`src/rtl/dmem_arbiter.sv`:
```
// dmem_arbiter: shares one single-port data memory between the pipeline MEM stage (A) and a debug port (B).
// A has priority. A waiting B is forced through after STARVE_LIMIT consecutive A wins. Each access takes 2 cycles.
module dmem_arbiter #(
  parameter  int NUM_WORDS    = 512,
  parameter  int STARVE_LIMIT = 4,
  localparam int ADDR_W       = (NUM_WORDS > 1) ? $clog2(NUM_WORDS) : 1,
  localparam int CNT_W        = (STARVE_LIMIT > 0) ? $clog2(STARVE_LIMIT + 1) : 1
) (
  input  logic              CLOCK,
  input  logic              RESET_N,
  input  logic              A_REQ,
  input  logic              A_WE,
  input  logic [31:0]       A_ADDR,
  input  logic [31:0]       A_WDATA,
  output logic              A_GNT,
  output logic              A_DONE,
  output logic [31:0]       A_RDATA,
  output logic              A_ERR,
  input  logic              B_REQ,
  input  logic              B_WE,
  input  logic [31:0]       B_ADDR,
  input  logic [31:0]       B_WDATA,
  output logic              B_GNT,
  output logic              B_DONE,
  output logic [31:0]       B_RDATA,
  output logic              B_ERR,
  output logic              MEM_EN,
  output logic              MEM_WE,
  output logic [ADDR_W-1:0] MEM_ADDR,
  output logic [31:0]       MEM_WDATA,
  input  logic [31:0]       MEM_RDATA,
  output logic              BUSY
);

  typedef enum logic [1:0] {IDLE, ACCESS, RESP} state_t;

  localparam logic [32:0] BYTE_LIMIT = 33'(NUM_WORDS) << 2;
  localparam logic [CNT_W-1:0] CNT_MAX = CNT_W'(STARVE_LIMIT);

  function automatic logic addr_err(input logic [31:0] addr);
    return (addr[1:0] != 2'b00) || ({1'b0, addr} >= BYTE_LIMIT);
  endfunction

  state_t            state_q, state_d;
  logic [CNT_W-1:0]  starve_cnt_q, starve_cnt_d;
  logic              we_q, we_d;
  logic              err_q, err_d;
  logic              win_b_q, win_b_d;
  logic              a_gnt_q, a_gnt_d, b_gnt_q, b_gnt_d;
  logic              a_done_q, a_done_d, b_done_q, b_done_d;
  logic              a_err_q, a_err_d, b_err_q, b_err_d;
  logic [31:0]       a_rdata_q, a_rdata_d, b_rdata_q, b_rdata_d;
  logic              mem_en_q, mem_en_d, mem_we_q, mem_we_d;
  logic [ADDR_W-1:0] mem_addr_q, mem_addr_d;
  logic [31:0]       mem_wdata_q, mem_wdata_d;

  logic              pick_b;
  logic              sel_we;
  logic [31:0]       sel_addr;
  logic [31:0]       sel_wdata;
  logic              sel_err;
  logic [31:0]       rd_capture;

  always_comb begin
    pick_b    = B_REQ && (!A_REQ || (starve_cnt_q == CNT_MAX));
    sel_we    = pick_b ? B_WE    : A_WE;
    sel_addr  = pick_b ? B_ADDR  : A_ADDR;
    sel_wdata = pick_b ? B_WDATA : A_WDATA;
    sel_err   = addr_err(sel_addr);
  end

  always_comb begin
    state_d      = state_q;
    starve_cnt_d = starve_cnt_q;
    we_d         = we_q;
    err_d        = err_q;
    win_b_d      = win_b_q;
    a_gnt_d      = 1'b0;
    b_gnt_d      = 1'b0;
    a_done_d     = 1'b0;
    b_done_d     = 1'b0;
    a_err_d      = 1'b0;
    b_err_d      = 1'b0;
    a_rdata_d    = a_rdata_q;
    b_rdata_d    = b_rdata_q;
    mem_en_d     = 1'b0;
    mem_we_d     = 1'b0;
    mem_addr_d   = mem_addr_q;
    mem_wdata_d  = mem_wdata_q;
    rd_capture   = (we_q || err_q) ? 32'h0 : MEM_RDATA;

    unique case (state_q)
      IDLE, RESP: begin
        if (A_REQ || B_REQ) begin
          state_d     = ACCESS;
          we_d        = sel_we;
          err_d       = sel_err;
          win_b_d     = pick_b;
          a_gnt_d     = !pick_b;
          b_gnt_d     = pick_b;
          mem_en_d    = !sel_err;
          mem_we_d    = sel_we && !sel_err;
          mem_addr_d  = sel_addr[ADDR_W+1:2];
          mem_wdata_d = sel_wdata;
          // B only counts as starved while it is actually waiting.
          if (pick_b) begin
            starve_cnt_d = '0;
          end else if (B_REQ && (starve_cnt_q < CNT_MAX)) begin
            starve_cnt_d = starve_cnt_q + CNT_W'(1);
          end
        end else begin
          state_d = IDLE;
        end
      end
      ACCESS: begin
        state_d = RESP;
        if (win_b_q) begin
          b_done_d  = 1'b1;
          b_err_d   = err_q;
          b_rdata_d = rd_capture;
        end else begin
          a_done_d  = 1'b1;
          a_err_d   = err_q;
          a_rdata_d = rd_capture;
        end
      end
      default: state_d = IDLE;
    endcase
  end

  always_ff @(posedge CLOCK or negedge RESET_N) begin
    if (!RESET_N) begin
      state_q      <= IDLE;
      starve_cnt_q <= '0;
      we_q         <= 1'b0;
      err_q        <= 1'b0;
      win_b_q      <= 1'b0;
      a_gnt_q      <= 1'b0;
      b_gnt_q      <= 1'b0;
      a_done_q     <= 1'b0;
      b_done_q     <= 1'b0;
      a_err_q      <= 1'b0;
      b_err_q      <= 1'b0;
      a_rdata_q    <= '0;
      b_rdata_q    <= '0;
      mem_en_q     <= 1'b0;
      mem_we_q     <= 1'b0;
      mem_addr_q   <= '0;
      mem_wdata_q  <= '0;
    end else begin
      state_q      <= state_d;
      starve_cnt_q <= starve_cnt_d;
      we_q         <= we_d;
      err_q        <= err_d;
      win_b_q      <= win_b_d;
      a_gnt_q      <= a_gnt_d;
      b_gnt_q      <= b_gnt_d;
      a_done_q     <= a_done_d;
      b_done_q     <= b_done_d;
      a_err_q      <= a_err_d;
      b_err_q      <= b_err_d;
      a_rdata_q    <= a_rdata_d;
      b_rdata_q    <= b_rdata_d;
      mem_en_q     <= mem_en_d;
      mem_we_q     <= mem_we_d;
      mem_addr_q   <= mem_addr_d;
      mem_wdata_q  <= mem_wdata_d;
    end
  end

  assign A_GNT     = a_gnt_q;
  assign B_GNT     = b_gnt_q;
  assign A_DONE    = a_done_q;
  assign B_DONE    = b_done_q;
  assign A_ERR     = a_err_q;
  assign B_ERR     = b_err_q;
  assign A_RDATA   = a_rdata_q;
  assign B_RDATA   = b_rdata_q;
  assign MEM_EN    = mem_en_q;
  assign MEM_WE    = mem_we_q;
  assign MEM_ADDR  = mem_addr_q;
  assign MEM_WDATA = mem_wdata_q;
  assign BUSY      = (state_q != IDLE);

endmodule

```
`config.mk`:
```
export PLATFORM = sky130hd
export DESIGN_NAME = dmem_arbiter
export DESIGN_NICKNAME = d
export VERILOG_FILES = /design/src/rtl/dmem_arbiter.sv
export SDC_FILE = /design/constraint.sdc
export NUM_CORES = 1
export LEC_CHECK = 0
export BUFFER_PORTS_ARGS = -buffer_cell sky130_fd_sc_hd__buf_2
export CAP_MARGIN = 20
export CORE_AREA = 2 2 108 110
export CTS_BUF_LIST = sky130_fd_sc_hd__clkbuf_16
export DETAILED_ROUTE_END_ITERATION = 12
export DIE_AREA = 0 0 110 112
export HOLD_SLACK_MARGIN = 0.12
export PLACE_DENSITY = 0.8
export SLEW_MARGIN = 20
export SYNTH_ARGS = -nofsm -noshare
export SYNTH_HDL_FRONTEND = slang
export SYNTH_SLANG_ARGS = --single-unit
```
`constraint.sdc`:
```
create_clock -name CLOCK -period 5.2 [get_ports CLOCK]
set_clock_uncertainty 0.1 [all_clocks]
set_input_delay 0.78 -clock CLOCK [delete_from_list [all_inputs] [get_ports CLOCK]]
set_output_delay 0.78 -clock CLOCK [all_outputs]
set_load 0.01 [all_outputs]
```
==> Yosys cells after proc, flatten, opt, wreduce, memory -nomap -nowiden <==
Cells that the tools add are included.
{ "totals": {"reg_bits": 121, "in_bits": 166, "output_inout_bits": 114, "elab_cells": 67} }
{ "op_classes": {"n_addsub": 1, "order_cmp": 2, "n_eq_ne": 3, "n_mux": 24, "bitwise_logic": 1, "n_reduce_logical": 19} }
{ "ops": {"columns": ["operator", "n"], "rows": [
  ["2-to-1 mux 32 bit", 3],
  [">= comparator 32 x 12 -> 1 bit (second input constant)", 1],
  ["2-to-1 mux 1 bit", 18],
  ["2-to-1 mux 3 bit", 2],
  ["AND reduction 2 bit", 3],
  ["nonzero test 2 bit", 3],
  ["logical OR 1 bit", 4],
  ["case mux 2 bit (2 select lines)", 1],
  ["adder 3 x 1 -> 3 bit (second input constant)", 1],
  ["== test 3 bit (second input constant)", 1],
  ["logical AND 1 bit", 3],
  ["logical NOT 1 bit", 3],
  ["< comparator 3 bit (second input constant)", 1],
  ["AND reduction 3 bit", 1],
  ["== test 2 x 1 -> 1 bit (second input constant)", 1],
  ["== test 2 bit (second input constant)", 1],
  ["logical NOT 2 bit", 1],
  ["OR reduction 2 bit", 1],
  ["inverter 1 bit", 1]
]} }

==> Depth between registers and ports, before layout <==
Gate-level depths: netlist (run 1).
{ "logic_depth": {"ltp_word": 10, "mapped_depth": 7, "ltp_nobuf": 6} }

==> Worst setup path before layout (run 1) <==
No wires, ideal clock.
{ "synth_timing": {"path_type": "input port to flip-flop", "start": "input A_ADDR[27]", "end": "register mem_we_q, in the netlist MEM_WE", "setup_time_ns": 0.080, "t_arrival_ns": 1.784, "t_required_ns": 5.020, "setup_slack_ns": 3.236, "stages": 4, "n_path_buf": 0, "path_cell_list": "or4_4 a211oi_2 o2bb2ai_1 nor3b_2"} }
{ "synth_between": {"elab_chain_len": 7} }
{ "synth_rtl": {"columns": ["item", "line_no", "text"], "rows": [
  ["start, declared", "13", "input logic [31:0] A_ADDR,"],
  ["2-to-1 mux 32 bit", "67", "sel_addr = pick_b ? B_ADDR : A_ADDR;"],
  [">= comparator 32 x 12 -> 1 bit", "41", "return (addr[1:0] != 2'b00) || ({1'b0, addr} >= BYTE_LIMIT);"],
  ["logical OR 1 bit", "41", null],
  ["logical NOT 1 bit", "102", "mem_we_d = sel_we && !sel_err;"],
  ["logical AND 1 bit", "102", null],
  ["2-to-1 mux 1 bit", "94", "if (A_REQ || B_REQ) begin"],
  ["2-to-1 mux 1 bit", "92", "unique case (state_q)"],
  ["net mem_we_d", "53", "logic mem_en_q, mem_en_d, mem_we_q, mem_we_d;"],
  ["end signal, assigned", "165", "mem_we_q <= mem_we_d;"],
  ["end, declared", "53", null]
]} }
The timed path passes the listed nets, and every way through them passes these cells.
A chain may end at the register's enable or synchronous reset.

==> Worst setup path after layout (run 1) <==
{ "layout_timing": {"start": "register starve_cnt_q[0]", "end": "register mem_wdata_q[29], in the netlist MEM_WDATA[29]"} }
{ "layout_between": {"elab_chain_len": 4} }
{ "layout_rtl": {"columns": ["item", "line_no", "text"], "rows": [
  ["start, declared", "45", "logic [CNT_W-1:0] starve_cnt_q, starve_cnt_d;"],
  ["start signal, assigned", "152", "starve_cnt_q <= starve_cnt_d;"],
  ["== test 3 bit", "65", "pick_b = B_REQ && (!A_REQ || (starve_cnt_q == CNT_MAX));"],
  ["logical OR 1 bit", "65", null],
  ["logical AND 1 bit", "65", null],
  ["2-to-1 mux 32 bit", "68", "sel_wdata = pick_b ? B_WDATA : A_WDATA;"],
  ["end signal, assigned", "167", "mem_wdata_q <= mem_wdata_d;"],
  ["end, declared", "55", "logic [31:0] mem_wdata_q, mem_wdata_d;"]
]} }
No other way between the ends.

==> impl_results.md, run 1 <==
- Fmax: 404 MHz
- CP startpoint kind: register
- Top-area cell type share of the netlist area: 61.0%
- Most frequent cell after synthesis: nand2_1
- Unique masters post-synth: 33
- Register bit total from synthesis: 121
- Core area: 0.0112 sq mm
- CTS root buf: clkbuf_16
- Filler cells: 915
- Grt total ovfl: 0
- WL final: 14700 microns
- CTS Sinks: 121
- Synth Instances: 482
- Tightest Pin Transition: 0.875 ns
- Syn. warnings: 0
- TNS Setup: 0 ns
- Top cells by area, synth: dfrtp_1 (61%), nand2_1 (10%), o21ai_0 (10%)
- Max cap viols: 0
- Gr usage total: 23.8%
- Worst IR drop on VDD: 295 uV
- Layout Nets: 919
- Vias: 4542
- Total Power: 0.00317 W
- Average wire per standard cell: 16.2 microns
- Initial antenna violation count: 5
- DRT iter0 DRCs: 430
- Syn Area/Cell: 10.3 sq um
- Mapped Area: 0.00496 sq mm
- FFs w/ async S/R, synth: 100%
- Starting density of the core: 44.4%
- Crit Path Class: reg2reg
- Top cell type by total area after synthesis: dfrtp_1
- Critical path peak fanout: 44
- Cts hold-fix bufs: 0
- Post-layout min period: 2.47 ns
- Number of port buffers: 279
- Final setup viols: 0
- I/O pin count: 280
- Post-synthesis sequential area ratio: 61.0%
- DIE AREA: 0.0123 sq mm
- Unrepaired setup endpoints after global routing: no
- Antenna-violating nets left: 0
- CTS tree: built
- Max Slew Vio Count: 0
- Worst Hold Class: in2async
- Share of layout cells above drive strength 1: 41.9%
- Pwr Density: 456 mW/mm^2
- Status: finished clean
- # resized after CTS: 0
- Max incr delay on CP: 0.82 ns
- Commonest cells in the synthesized netlist: nand2_1 (132), dfrtp_1 (121), o21ai_0 (99)
- Crit path DAT: 2.71 ns
- Crit-path cells: inv_1 -> ha_1 -> a21bo_2 -> nand2_4 -> nor2_1 -> a221o_1
- Die Wd: 110 microns
- First-pass DRT Iterations: 4
- Multi-input logic area: 0.00176 sq mm
- Fin. Hold Viols: 0
- Top_reg_cell synth: dfrtp_1
- Dpl hpwl: 10900 microns
- Post-CTS Setup Bufs: 0
- Sequential Area: 0.00303 sq mm
- Vias/cell: 5.00
- Row count: 39
- Area growth syn-to-layout: 40.1%
- Drc violations: 0
- Leak pwr: 3.84 nW
- Relative max-transition margin: 41.4%
- Clock Path Buffers: 2
- Largest net degree at the start of global routing: 87
- Post-Syn Nets: 650
- Number of buffers created by CTS: 17
- Required @ worst endpoint: 5.44 ns
- Slowest CP cell: nor2_1
- Vias in the first global route: 4607
- EDFF count, synth: 0
- Period utilization: 47.6%
- Crit. End Element: register
- Htree depth: 4
- Clock transition at path regs: 0.05 ns
- Die height: 112 microns
- Skew-Pair Late Insertion Delay: 0.40 ns
- First-pass GRT wire length: 22100 microns
- Gpl congestion: 0.906
-- cell usage in the layout, fill, tap and decap left out --
master	count
nor2_1	5
clkinv_2	4
diode_2	5
nand2b_1	1
a21bo_2	1
buf_6	1
clkbuf_16	17
or4_4	1
nor2b_1	1
nand4_1	2
a221o_1	11
clkinv_1	4
nand2_1	131
and2_2	1
ha_1	2
bufinv_16	1
or4_1	1
clkinvlp_4	3
nor4_1	8
mux2i_1	31
nand2b_4	1
buf_4	3
nor3b_2	1
buf_2	278
a21o_1	1
dfrtp_1	121
and4_1	1
and3_1	11
o2bb2ai_1	1
inv_2	1
or2_2	2
nand2_4	2
nor3_1	2
inv_1	6
o21ai_0	99
a21oi_1	2
and2b_1	1
nor2_2	1
a211oi_2	1
-- per-stage QoR --
step                setup WS, ns  instance area, sq um  util, %  instances  hold WS, ns
finish                      2.73                  6950     62.2        909        0.318
CTS                         2.36                  6920     61.9        904        0.377
global route                2.54                  6950     62.2        909        0.387
global placement            2.17                  6400     57.3        875        0.359
detailed placement          2.07                  6400     57.3        875        0.365
floorplan                   3.24                  4960        -        482        0.351
-- cell type report --
class	instances	area share, %
flip-flops and latches	121	43.6
multi-input cells	322	25.4
repair buffers	282	20.5
clock buffers	17	6.12
well taps	143	2.58
clock inverters	12	1.26
inverters	7	0.378
diodes	5	0.180
-- worst max-delay path, delay by kind of cell (launching register included) --
family	cells	cell delay [ns]
AO/OA/AOI/OAI	2	0.48
adder cells (fa/ha/maj)	1	0.17
AND/OR/NAND/NOR	2	1.18
buffers and inverters	1	0.07
flip-flops	1	0.41
-- state kept, by name, indices dropped and copies added, names as in the netlist, 2 cells and up --
name	flops
A_RDATA	32
B_RDATA	32
MEM_WDATA	32
MEM_ADDR	9
starve_cnt_q	3
state_q	2
-- worst paths after layout --
kind / startpoint / end / slack, ns / cells after the start
worst min-delay path: RESET_N / B_RDATA[23] / 0.32 / 1
worst max-delay path: starve_cnt_q[0] / MEM_WDATA[29] / 2.73 / 6
worst max register to register: starve_cnt_q[0] / MEM_WDATA[29] / 2.73 / 6
max in group asynchronous: RESET_N / B_RDATA[3] / 3.69 / 2
worst min register to register: A_RDATA[17] / A_RDATA[17] / 0.37 / 2
min in group CLOCK: A_RDATA[17] / A_RDATA[17] / 0.37 / 2
-- report_power, final --
part / total, W / internal [W] / switching (W)
sequential: 0.00133 / 0.00119 / 0.000141
combinational: 0.000814 / 0.000334 / 0.000479
clock: 0.00103 / 0.000635 / 0.000393
-- kinds of logic (layout without fill, tap and decap cells) --
family | count (synthesis) | in the layout | share of synthesized area, %
AND/OR/NAND/NOR | 173 | 173 | 15.2
flip-flops | 121 | 121 | 61.0
AO/OA/AOI/OAI | 116 | 116 | 13.2
buffers and inverters | 39 | 318 | 3.83
multiplexers | 31 | 31 | 6.26
adder cells (fa/ha/maj) | 2 | 2 | 0.504
other | 0 | 5 | 0
-- layer usage --
| layer | routed length, microns | vias up | global-route usage (%) | share of wire (%) |
|---|---|---|---|---|
| met3 | 1120 | 33 | 6.32 | 7.6 |
| li1 | - | 2189 | - | - |
| met4 | 504 | 0 | 13.8 | 3.4 |
| met1 | 5270 | 2107 | 25.3 | 36 |
| met5 | 0 | - | 0 | 0 |
| met2 | 7810 | 213 | 41.4 | 53 |
Power figures use the tool's default switching activity.
==> run 2: changes to the inputs <==
Settings changed: CORE_AREA 2 2 108 110 to not set, CORE_MARGIN set to 1.5, CORE_UTILIZATION set to 44, DIE_AREA 0 0 110 112 to not set, PLACE_DENSITY 0.8 to 0.79.
Clock period 5.2 ns to 2.4 ns, I/O delays scaled along.
==> run 2 against run 1 <==
  * Register-to-register slack worse by 2.5 ns
  * Die area shrank 3.3%
  * Sequential power rose by 120%
  * Setup slack worse by 2.5 ns
  * Global-route usage increased by 1.3 points
  * First-iteration DRC count fell by 4.9%
  * Worst hold slack lost 0.19 ns
  * Fmax grew 12%
  * Core utilization grew 4.3 points
  * Non-clock buffer count rose by 22
  * Final cell count grew 2.0%
  * Critical endpoint is now MEM_WDATA[21]
==> impl_results.md, run 2 (synthesis results as in run 1) <==
- Status: finished clean
- Post-place instance area: 0.00649 sq mm (+1.3%)
- Grt total ovfl: 0 (unchanged)
- DRT iter0 DRCs: 409 (-4.9%)
- Initial antenna violation count: 1 (-4)
- Flop pwr share: 39.2% (-2.7 points)
- Cts hold-fix bufs: 17 (+17)
- CTS tree: built
- Worst Hold Class: in2reg
- Layout Nets: 941 (+2.4%)
- Htree depth: 4 (unchanged)
- Crit Path Class: reg2reg
- Share of layout cells above drive strength 1: 41.6% (-0.32 points)
- Number of port buffers: 279 (unchanged)
- Fin. Hold Viols: 0 (unchanged)
- Drc violations: 0 (unchanged)
- Crit. End Element: register
- Final worst setup slack: 0.186 ns (-2.54 ns)
- Relative max-transition margin: 38.7% (-2.7 points)
- Vias: 4680 (+3.0%)
- P_int: 0.00506 W (+130%)
- Row count: 38 (-2.6%)
- Most common cell after layout, fill and taps aside: buf_2
- Core area: 0.0109 sq mm (-2.1%)
- Required @ worst endpoint: 2.64 ns (-2.80 ns)
- Register-to-register setup slack: 0.19 ns (-2.54 ns)
- Worst IR drop on VDD: 650 uV (+120%)
- Min-Delay Endpoint: B_RDATA[0]
- Gr usage total: 25.0% (+1.3 points)
- Period utilization: 92.2% (+45 points)
- Fmax: 452 MHz (+12%)
- Hold Crit Start: MEM_RDATA[0]
- Dpl hpwl: 10800 microns (-0.68%)
- Antenna-violating nets left: 0 (unchanged)
- Number of buffers created by CTS: 17 (unchanged)
- Net switching power: 0.00224 W (+120%)
- Tightest Pin Transition: 0.916 ns (+0.0409 ns)
- DIE AREA: 0.0119 sq mm (-3.3%)
- Vias/cell: 5.05 (+1.0%)
- Area growth syn-to-layout: 46.6%
- First-pass DRT Iterations: 4 (unchanged)
- Critical path peak fanout: 15 (-66%)
- Skew-Pair Late Insertion Delay: 0.40 ns (about the same)
- Reg-to-Reg Start: starve_cnt_q[0]
- # resized after CTS: 0 (unchanged)
- Worst r2r path cells: 6 (unchanged)
- Clock transition at path regs: 0.06 ns (about the same)
- Max Slew Vio Count: 0 (unchanged)
- Pwr Density: 1010 mW/mm^2 (+120%)
- Filler cells: 881 (-3.7%)
- TNS Setup: 0 ns (unchanged)
- Largest net degree at the start of global routing: 68 (-22%)
- Crit path DAT: 2.45 ns (-0.26 ns)
- Unrepaired setup endpoints after global routing: no
- Leak pwr: 4.00 nW (+4.2%)
- Post-CTS Setup Bufs: 0 (unchanged)
- Die height: 109 microns (-2.5%)
- Average wire per standard cell: 15.9 microns (-1.7%)
- Hold Crit Depth: 3
- Final setup viols: 0 (unchanged)
- Pre-CTS setup slack: 0.240 ns (-1.83 ns)
- Vias in the first global route: 4754 (+3.2%)
- Gpl congestion: 0.852 (-6.0%)
- CTS Sinks: 121 (unchanged)
- WL final: 14700 microns (+0.22%)
- Worst reg2reg endpoint: MEM_WDATA[21]
- Most frequent cells in the layout: buf_2 (278), nand2_1 (131), dfrtp_1 (121)
- Clock Path Buffers: 2 (unchanged)
- Starting density of the core: 45.4% (+0.97 points)
- Post-layout min period: 2.21 ns (-0.261 ns)
- First-pass GRT wire length: 22600 microns (+2.1%)
- Max cap viols: 0 (unchanged)
- Sequential Area: 0.00303 sq mm (unchanged)
- I/O pin count: 280 (unchanged)
- Multi-input logic area: 0.00175 sq mm (-0.85%)
- Gate power share: 24.9% (-0.8 points)
- Sw frac: 30.7% (-1.2 points)
- Clock power frac: 35.9% (+3.5 points)
- CP startpoint kind: register
- Total Power: 0.00731 W (+130%)
- Die Wd: 109 microns (-0.75%)
- Final Instance Area: 0.00727 sq mm (+4.6%)
- CTS root buf: clkbuf_16
## run 2: cell count changes in the layout (fill, tap and decap cells not counted), moves of 2 or more
cell           previous run  this run
nand2_2                   0         2
buf_4                     3         5
inv_1                     6         9
inv_6                     0         2
buf_12                    0         4
bufinv_16                 1         4
clkinv_1                  4         1
dlygate4sd3_1             0        17
diode_2                   5         1
nand2_4                   2         0
clkinvlp_4                3         1
## run 2: routing by layer
layer | global-route usage [%] | routed length [microns]
met5 | 0 | 0
met4 | 11.9 | 465
met3 | 5.02 | 929
met2 | 46.4 | 7880
met1 | 27.2 | 5460
## run 2: metrics by stage
step | util, % | hold WS [ns] | instances
final | 66.5 | 0.132 | 927
after global routing | 66.5 | 0.126 | 927
after CTS | 66.5 | 0.125 | 926
after detailed placement | 59.3 | 0.161 | 877
after global placement | 59.3 | 0.153 | 877
after floorplan | - | -0.0356 | 482
## run 2: power groups by stage
stage                     registers [W]  clock network (W)  logic (W)
after floorplan                 0.00311                  0   0.000663
after global placement          0.00286                  0    0.00174
after detailed placement        0.00289                  0    0.00180
after CTS                       0.00287            0.00265    0.00183
after global routing            0.00294            0.00277    0.00203
final                           0.00287            0.00262    0.00182
## run 2: how the worst max path moves through the flow
stage	depth (start not counted)	startpoint	end
6_report	6	starve_cnt_q[0]	MEM_WDATA[21]
5_1_grt	6	starve_cnt_q[1]	MEM_WDATA[21]
4_1_cts	6	starve_cnt_q[0]	MEM_WDATA[21]
3_5_place_dp	6	starve_cnt_q[0]	MEM_WDATA[26]
3_3_place_gp	6	starve_cnt_q[0]	MEM_WDATA[26]
2_1_floorplan	7	starve_cnt_q[0]	MEM_WDATA[28]
## run 2: critical path: stages (launching register included)
cell and delay [ns]:
dfrtp_1 0.41, inv_1 0.07, ha_1 0.16, a21bo_2 0.18, nand2_2 0.19, nor2_1 0.75
a221o_1 0.28
## run 2: cell type report
| cell class | instances | share of cell area [%] |
|---|---|---|
| Timing Repair Buffer | 304 | 23.1 |
| Multi-Input combinational cell | 322 | 24.1 |
| Inverter | 7 | 0.361 |
| Clock inverter | 15 | 2.53 |
| Sequential cell | 121 | 41.7 |
| Tap cell | 140 | 2.41 |
| Clock buffer | 17 | 5.85 |
| Antenna cell | 1 | 0.0344 |
